$ cat src/rtl/inert_intf.sv
// Inertial sensor front end: configures the IMU over SPI, then reads
// pitch rate and Z acceleration bytes on every data-ready interrupt.
module inert_intf #(
  parameter int INIT_WAIT_BITS = 16
) (
  input  logic        clk,
  input  logic        rst_n,
  input  logic        INT,
  output logic        wrt,
  output logic [15:0] cmd,
  input  logic        done,
  input  logic [15:0] rd_data,
  output logic [15:0] ptch_rt,
  output logic [15:0] AZ,
  output logic        vld
);

  typedef enum logic [3:0] {
    INIT_WAIT,
    INIT1,
    INIT2,
    INIT3,
    INIT4,
    WAIT_INT,
    RD_PL,
    RD_PH,
    RD_AL,
    RD_AH
  } state_t;

  state_t state, nxt;

  logic [INIT_WAIT_BITS-1:0] cnt;
  logic int_s1, int_s2;

  logic        wrt_nxt;
  logic [15:0] cmd_nxt;
  logic        vld_nxt;
  logic [3:0]  cap;

  logic [7:0] ptch_l, ptch_h, az_l, az_h;

  logic unused_rd_hi;
  assign unused_rd_hi = ^rd_data[15:8];

  always_ff @(posedge clk or negedge rst_n) begin
    if (!rst_n) begin
      int_s1 <= 1'b0;
      int_s2 <= 1'b0;
    end else begin
      int_s1 <= INT;
      int_s2 <= int_s1;
    end
  end

  always_ff @(posedge clk or negedge rst_n) begin
    if (!rst_n)
      cnt <= '0;
    else
      cnt <= cnt + {{(INIT_WAIT_BITS-1){1'b0}}, 1'b1};
  end

  always_ff @(posedge clk or negedge rst_n) begin
    if (!rst_n) begin
      state <= INIT_WAIT;
      wrt   <= 1'b0;
      cmd   <= 16'h0000;
      vld   <= 1'b0;
    end else begin
      state <= nxt;
      wrt   <= wrt_nxt;
      cmd   <= cmd_nxt;
      vld   <= vld_nxt;
    end
  end

  always_comb begin
    nxt     = state;
    wrt_nxt = 1'b0;
    cmd_nxt = cmd;
    vld_nxt = 1'b0;
    cap     = 4'b0000;
    unique case (state)
      INIT_WAIT:
        if (&cnt) begin
          wrt_nxt = 1'b1;
          cmd_nxt = 16'h0D02;
          nxt     = INIT1;
        end
      INIT1:
        if (done) begin
          wrt_nxt = 1'b1;
          cmd_nxt = 16'h1053;
          nxt     = INIT2;
        end
      INIT2:
        if (done) begin
          wrt_nxt = 1'b1;
          cmd_nxt = 16'h1150;
          nxt     = INIT3;
        end
      INIT3:
        if (done) begin
          wrt_nxt = 1'b1;
          cmd_nxt = 16'h1460;
          nxt     = INIT4;
        end
      INIT4:
        if (done)
          nxt = WAIT_INT;
      WAIT_INT:
        if (int_s2) begin
          wrt_nxt = 1'b1;
          cmd_nxt = 16'hA200;
          nxt     = RD_PL;
        end
      RD_PL:
        if (done) begin
          cap[0]  = 1'b1;
          wrt_nxt = 1'b1;
          cmd_nxt = 16'hA300;
          nxt     = RD_PH;
        end
      RD_PH:
        if (done) begin
          cap[1]  = 1'b1;
          wrt_nxt = 1'b1;
          cmd_nxt = 16'hAC00;
          nxt     = RD_AL;
        end
      RD_AL:
        if (done) begin
          cap[2]  = 1'b1;
          wrt_nxt = 1'b1;
          cmd_nxt = 16'hAD00;
          nxt     = RD_AH;
        end
      RD_AH:
        if (done) begin
          cap[3]  = 1'b1;
          vld_nxt = 1'b1;
          nxt     = WAIT_INT;
        end
      default:
        nxt = INIT_WAIT;
    endcase
  end

  // Capture lands on the same edge vld rises, so the pair is coherent.
  always_ff @(posedge clk or negedge rst_n) begin
    if (!rst_n) begin
      ptch_l <= 8'h00;
      ptch_h <= 8'h00;
      az_l   <= 8'h00;
      az_h   <= 8'h00;
    end else begin
      if (cap[0]) ptch_l <= rd_data[7:0];
      if (cap[1]) ptch_h <= rd_data[7:0];
      if (cap[2]) az_l   <= rd_data[7:0];
      if (cap[3]) az_h   <= rd_data[7:0];
    end
  end

  assign ptch_rt = {ptch_h, ptch_l};
  assign AZ      = {az_h, az_l};

endmodule

$ cat config.mk
export PLATFORM = sky130hd
export DESIGN_NAME = inert_intf
export DESIGN_NICKNAME = d
export VERILOG_FILES = /design/src/rtl/inert_intf.sv
export SDC_FILE = /design/constraint.sdc
export NUM_CORES = 1
export LEC_CHECK = 0
export CORE_ASPECT_RATIO = 0.8
export CORE_MARGIN = 4
export CORE_UTILIZATION = 29
export CTS_CLUSTER_SIZE = 25
export DETAILED_ROUTE_END_ITERATION = 8
export GPL_TIMING_DRIVEN = 0
export PLACE_DENSITY = 0.6
export SETUP_SLACK_MARGIN = 0.2
export SLEW_MARGIN = 20
export SYNTH_ARGS = -nofsm -noshare
export SYNTH_HDL_FRONTEND = slang
export SYNTH_SLANG_ARGS = --single-unit
export TNS_END_PERCENT = 1
$ cat constraint.sdc
create_clock -name clk -period 1.9 [get_ports clk]
set_input_delay 0.475 -clock clk [delete_from_list [all_inputs] [get_ports clk]]
set_output_delay 0.475 -clock clk [all_outputs]
set_load 0.02 [all_outputs]
==> results of run 1 <==
==> critical path: cells and delay by family, from the launching register on <==
kind,cells,cell delay (ns)
and+or+nand+nor,3,0.48
DFF,1,0.42
muxes,1,0.30
AOI/OAI and AO/OA,1,0.20
adders and majority gates,1,0.17
buffers and inverters,1,0.16
==> worst paths after layout <==
| path | slack [ns] | end | depth (start not counted) | startpoint |
|---|---|---|---|---|
| max in group asynchronous | 0.86 | cnt[0]$_DFF_PN0_ | 3 | rst_n |
| setup / recovery | 0.05 | cmd[12]$_DFFE_PN0P_ | 7 | cnt[0]$_DFF_PN0_ |
| min in group asynchronous | 0.52 | wrt$_DFF_PN0_ | 2 | rst_n |
| hold reg to reg | 0.35 | int_s2$_DFF_PN0_ | 0 | int_s1$_DFF_PN0_ |
| setup reg to reg | 0.05 | cmd[12]$_DFFE_PN0P_ | 7 | cnt[0]$_DFF_PN0_ |
| hold / removal | 0.35 | int_s2$_DFF_PN0_ | 0 | int_s1$_DFF_PN0_ |
==> placed cells by master, fill, tap and decap left out, drive strengths merged, types with 3 or more instances in the layout <==
master,synthesis,final
a21oi,8,8
and3,7,7
buf,15,23
clkbuf,1,15
clkdlybuf4s50,0,9
conb,1,4
dfrtp,66,66
dlygate4sd2,0,44
inv,9,9
mux2,40,40
nand2,6,6
nand3,8,8
nand4,3,3
nor2,13,13
nor3,4,4
o21ai,4,4
xnor2,10,10
xor2,5,5
==> sequential cells by signal, summed over array words and instances (netlist names) <==
| register | count |
|---|---|
| int_s1 | 1 |
| state | 4 |
| az_h | 8 |
| ptch_l | 8 |
| wrt | 1 |
| cmd | 10 |
| vld | 1 |
| az_l | 8 |
| ptch_h | 8 |
| cnt | 16 |
| int_s2 | 1 |
==> power groups by stage <==
stage	combinational [mW]	sequential [mW]	clock, mW
2_1_floorplan	1.18	2.65	0
3_3_place_gp	2.86	2.15	0
3_5_place_dp	2.91	2.15	0
4_1_cts	2.63	2.12	1.63
5_1_grt	2.87	2.18	1.69
6_report	2.66	2.11	1.58
==> layer usage <==
layer	part of all wire, %	track usage, %	vias up
met1	51	16.21	939
met3	5.7	4.500	9
met4	1.2	4.630	0
met5	0	0	-
met2	42	15.33	63
li1	-	-	920
==> final cells by class <==
cell class              count  area [sq um]
fillers                   947          5688
well taps                 136         170.2
clock inverters             4         25.02
plain buffers              16         116.4
flip-flops and latches     66          1652
inverters                   9         33.78
multi-input cells         133          1122
repair buffers             64         575.6
clock buffers              12         266.5
==> what timing repair did <==
action / CTS / global route
setup endpoints to repair: 89 / 35
hold buffers: 1 / 0
pin swaps: 0 / 5
buffers inserted: 0 / 4
cloned: 0 / 1
endpoints found under the hold margin: 9 / 0
gates resized for setup: 52 / 8
==> logic make-up after synthesis <==
group           share of synthesized area, %
flops                                  57.74
simple gates                           10.28
mux                                    17.10
buf+inv                                4.811
compound gates                         4.900
xor+xnor                               4.593
fa+ha+maj                             0.4374
other cells                           0.1311
==> per-stage QoR <==
stage               util (%)  setup TNS (ns)  area [sq um]  setup WS, ns
CTS                    40.40               0          3899      0.007200
detailed placement     37.72          -15.87          3640       -0.4961
global placement       37.46         -138.33          3615        -1.859
finish                 41.05               0          3961       0.05278
global route           41.05         -0.2042          3961      -0.04347
floorplan                  -               0          2874        0.2091
==> cells in the mapped netlist, types with 2 or more instances <==
library cell / instances / area share, %
buf_4: 8 / 2.1
mux2i_1: 2 / 0.70
inv_1: 9 / 1.2
xor2_1: 5 / 1.5
o21ai_0: 3 / 0.52
nand3_1: 5 / 0.87
mux2_2: 35 / 14
and3_1: 7 / 1.5
xnor2_1: 10 / 3.1
nand3_2: 2 / 0.70
nand4_1: 3 / 0.66
nor2_1: 13 / 1.7
nor3_1: 3 / 0.52
mux2_4: 5 / 2.6
nor4_1: 2 / 0.44
o22ai_1: 2 / 0.44
nand2_1: 6 / 0.79
buf_2: 5 / 0.87
dfrtp_1: 66 / 58
o21ba_2: 2 / 0.70
a21oi_1: 8 / 1.4
==> flow_metrics.tcl, run 1 <==
set metrics [dict create \
    syn_to_final_growth_pct 38.50 \
    fin_nets 320 \
    n_antenna_cell 0 \
    synth-seq-area-share_pct 57.74 \
    worstSetupStartpointType "flop" \
    drive_above_1_share_pct 30.92 \
    endpoint_kind "flop" \
    worstPathCellList "ha_4 -> nand3_4 -> nor3_4 -> nand3_2 -> o21ai_4 -> buf_6 -> mux2_4" \
    pwr-share-clk_pct 24.9 \
    rsz0062_at_grt "true" \
    drc 0 \
    gr-total-overflow 0 \
    gp_congestion 0.8143 \
    grt_pass1_wl_mm 10.40 \
    cts_root_buffer "clkbuf_16" \
    dr.pass1.iters 4 \
    critPathRequiredTime_ns 2.12 \
    sw_frac_of_total_pct 35.59 \
    fin_skew_ns 0.006656 \
    clk_pin_slew_ns 0.06 \
    vias 1931 \
    p_per_area_nw_per_um2 1602 \
    grt_pass1_vias 1983 \
    cts_tree "built" \
    synth_edf_count 0 \
    grt_antenna_before_repair 0 \
    drtIter0Drc 67 \
    via_per_inst 4.389 \
    final_antenna_net_count 0 \
    die_h_microns 96.83 \
    run_status "completed" \
    ys.flop_type "dfrtp_1" \
    synth_cells 221 \
    place_inst 418 \
    top_level_ports 70 \
    finalNonFillerCells 440 \
    fmax_mhz 541.4 \
    initial_core_util_pct 29.64 \
    post_drt_wl_per_cell_microns 13.81 \
    hold_viol_final 0 \
    fin_crit_ns 1.847 \
    rows 32 \
    grt_usage_pct 11.40 \
    peakVddDrop_v 0.0006882 \
    whs_ns 0.3464 \
    slowest_stage "dfrtp_1" \
    synth_seq_cells 66 \
    path_max_fanout 5 \
    p_sw_mw 2.258 \
    h-tree-depth 3 \
    ys_async_sr_fraction_pct 100.0 \
    p_leak_nw 1.965 \
    cts_buffers 9 \
    critPathKind "reg -> reg" \
    grt_max_degree 58 \
    max-cap-violations 0 \
    cts_max_path_buffers 2 \
    portBuffers 57 \
    die_w_microns 119.0 \
    setup_viol 0 \
    arrival_ns 2.06 \
    totalWireLength_mm 6.077 \
    core_area_sq_um 9649 \
    clk_latency_ns 0.33 \
    max_stage_delay_ns 0.42 \
    seqPwrFrac_pct 33.3 \
    hp-class "reg -> reg" \
    total_power_mw 6.346 \
    avgSynthCellArea_sq_um 12.94 \
    yosys.cell_types.count 41 \
    clock-sinks 66 \
    fin_crit_sh_pct 97.22 \
    synth_area_sq_um 2860 \
    yosysWarningCount 0 \
    p_int_mw 4.088 \
    place_hpwl_mm 4.114 \
    slew_viol_final 0 \
    comb_power_share_pct 41.9 \
    die-area_sq_um 11530 \
]
Power figures use the tool's default switching activity.
==> run 2, diff against run 1 <==
--- a/config.mk
+++ b/config.mk
@@ -5,13 +5,15 @@
 export SDC_FILE = /design/constraint.sdc
 export NUM_CORES = 1
 export LEC_CHECK = 0
+export ABC_AREA = 1
 export CORE_ASPECT_RATIO = 0.8
 export CORE_MARGIN = 4
-export CORE_UTILIZATION = 29
+export CORE_UTILIZATION = 49
 export CTS_CLUSTER_SIZE = 25
 export DETAILED_ROUTE_END_ITERATION = 8
 export GPL_TIMING_DRIVEN = 0
-export PLACE_DENSITY = 0.6
+export HOLD_SLACK_MARGIN = 0.08
+export PLACE_DENSITY = 0.87
 export SETUP_SLACK_MARGIN = 0.2
 export SLEW_MARGIN = 20
 export SYNTH_ARGS = -nofsm -noshare
==> run 2 against run 1 <==
Synthesized area down 0.22%. Register-to-register slack better by 0.27 ns. Worst setup slack better by 0.20 ns. Sequential cell count stayed put. Worst hold slack gained 0.030 ns. Critical path type is now reg -> out. Critical endpoint is now cmd[15]. Largest power group is now registers.
==> flow_metrics.tcl, run 2 <==
set metrics [dict create \
    synth_edf_count 0 \
    setup_viol 0 \
    synth_cells 324 \
    synth-adder-area-share_pct 0.4384 \
    synth_compound_area_share_pct 6.883 \
    cp_num_buf_inv 2 \
    fin_skew_ns 0.01184 \
    yosysTopAreaCellShare_pct 57.87 \
    synth_area_leaders "dfrtp_1 58%, nand2_1 12%, nor2_1 4.3%" \
    totalWireLength_mm 7.125 \
    slowest_stage "dfrtp_1" \
    top_usage_layer "met2" \
    grt_max_degree 35 \
    dr.pass1.iters 4 \
    synthMuxAreaShare_pct 0 \
    seqPwrFrac_pct 48.1 \
    mostFrequentLayoutCells "90 x nand2_1, 64 x dfrtp_1, 46 x dlymetal6s2s_1, 30 x nor2_1" \
    synth_seq_cells 66 \
    p_sw_mw 0.6213 \
    place_hpwl_mm 4.883 \
    pwr-share-clk_pct 47.7 \
    die_h_microns 76.26 \
    clock-sinks 66 \
    synth_area_sq_um 2854 \
    endpoint_kind "output pin" \
    clk_latency_ns 0.34 \
    worstSetupStartpointType "flop" \
    synth_top_family_by_area "simple AND/OR/NAND/NOR gates" \
    regMostFlops "cnt" \
    largest_register_ffs 16 \
    cts_buffers 9 \
    fin_nets 418 \
    yosysWarningCount 0 \
    synth_simple_gate_area_share_pct 23.50 \
    gp_congestion 0.8695 \
    run_status "completed" \
    path_max_fanout 3 \
    cts_root_buffer "clkbuf_8" \
    grt_use_met1_pct 26.42 \
    r2r_setup_slack_ns 0.32 \
    ys_async_sr_fraction_pct 100.0 \
    drtIter0Drc 258 \
    die-area_sq_um 7117 \
    grt_pass1_wl_mm 11.36 \
    crit_family "buffers and inverters" \
    grt_pass1_vias 2417 \
    hp-class "reg -> reg" \
    rsz0062_at_grt "true" \
    fin_crit_sh_pct 86.51 \
    h-tree-depth 3 \
    max-cap-violations 0 \
    initial_core_util_pct 51.37 \
    peakVddDrop_v 0.0006318 \
    cts_max_path_buffers 2 \
    gr-total-overflow 0 \
    avgSynthCellArea_sq_um 8.809 \
    p_int_mw 2.334 \
    die_w_microns 93.33 \
    core_area_sq_um 5555 \
    drc 0 \
    grtUsageMet2_pct 32.05 \
    clk_pin_slew_ns 0.07 \
    arrival_ns 1.17 \
    top_regs "cnt: 16 flops, cmd: 10 flops" \
    grt_antenna_before_repair 0 \
    max_stage_delay_ns 0.39 \
    whs_ns 0.3763 \
    synth.most_common_cell "nand2_1" \
    top_level_ports 70 \
    via_per_inst 5.077 \
    final_antenna_net_count 0 \
    setup_ws_ns 0.2563 \
    syn_to_final_growth_pct 38.45 \
    slew_viol_final 0 \
    preCtsSetupSlack_ns -0.1765 \
    synth_largest_area_cell "dfrtp_1" \
    portBuffers 57 \
    vias 2437 \
    fin_crit_ns 1.644 \
    grt_use_met3_pct 5.429 \
    synth-xor-area-share_pct 3.989 \
    cts_tree "built" \
    hold_viol_final 0 \
    critPathRequiredTime_ns 1.42 \
    fmax_mhz 608.4 \
    synth-seq-area-share_pct 57.87 \
    grt_usage_pct 20.21 \
    p_leak_nw 2.700 \
    n_antenna_cell 0 \
    worstPathCellList "buf_4 -> dlygate4sd2_1" \
    yosys.cell_types.count 25 \
    critPathKind "reg -> out" \
    rows 24 \
    drive_above_1_share_pct 13.68 \
    sw_frac_of_total_pct 21.02 \
    synth.top_cells.by_count "93 x nand2_1, 66 x dfrtp_1, 33 x nor2_1" \
    ys.flop_type "dfrtp_1" \
    comb_power_share_pct 4.2 \
    mostFrequentLayoutCell "nand2_1" \
    p_per_area_nw_per_um2 748.0 \
    post_drt_wl_per_cell_microns 14.84 \
]
## run 2: kinds of logic (layout without fill, tap and decap cells)
family	Yosys count	count (layout)
AOI/OAI and AO/OA	39	39
xor gates and xnor gates	13	13
adders and majority gates	1	1
buffers and inverters	45	120
DFF	66	66
other	1	4
and+or+nand+nor	159	159
## run 2: worst paths after layout
| check | start | endpoint | depth (start not counted) |
|---|---|---|---|
| max | cmd[13]$_DFFE_PN0P_ | cmd[15] | 2 |
| min | int_s1$_DFF_PN0_ | int_s2$_DFF_PN0_ | 0 |
| max reg2reg | state[3]$_DFFE_PN0P_ | cmd[8]$_DFFE_PN0P_ | 10 |
| min reg2reg | int_s1$_DFF_PN0_ | int_s2$_DFF_PN0_ | 0 |
| max in group asynchronous | rst_n | state[1]$_DFFE_PN0P_ | 3 |
| min in group asynchronous | rst_n | ptch_h[2]$_DFFE_PN0P_ | 2 |
## run 2: layout make-up
cell class	count	area, sq um
repair buffers	59	711.9
clock buffers	11	131.4
multi-input cells	216	1044
clock inverters	5	102.6
flip-flops and latches	66	1654
inverters	30	112.6
fillers	416	1604
plain buffers	15	97.59
well taps	78	97.59
## run 2: metal layers
metal | wire, microns | vias to the layer above
met5 | 0 | -
met4 | 161 | 0
met3 | 358 | 15
met2 | 3433 | 80
met1 | 3172 | 1165
li1 | - | 1177
## run 2: timing repair
item / CTS / global route
resized for setup: 1 / 67
setup endpoints to repair: 60 / 81
hold buffers: 1 / 0
buffers inserted: 0 / 0
endpoints found under the hold margin: 5 / 0
pin swaps: 0 / 1
## run 2: metrics by stage
step,setup TNS [ns],instances,instance area (sq um),util (%),power (mW)
floorplan,0,327,2865,-,1.488
global placement,-107.95,462,3533,63.60,1.563
detailed placement,-0.7388,463,3551,63.92,1.571
finish,0,480,3951,71.13,2.956
CTS,0,480,3794,68.29,2.974
global route,0,480,3951,71.13,3.043
## run 2: power groups by stage
stage	Clock, mW	Sequential, mW	Combinational (mW)
floorplan	0	1.46	0.0296
CTS	1.43	1.42	0.125
global placement	0	1.45	0.114
detailed placement	0	1.45	0.122
finish	1.41	1.42	0.123
global route	1.48	1.42	0.137
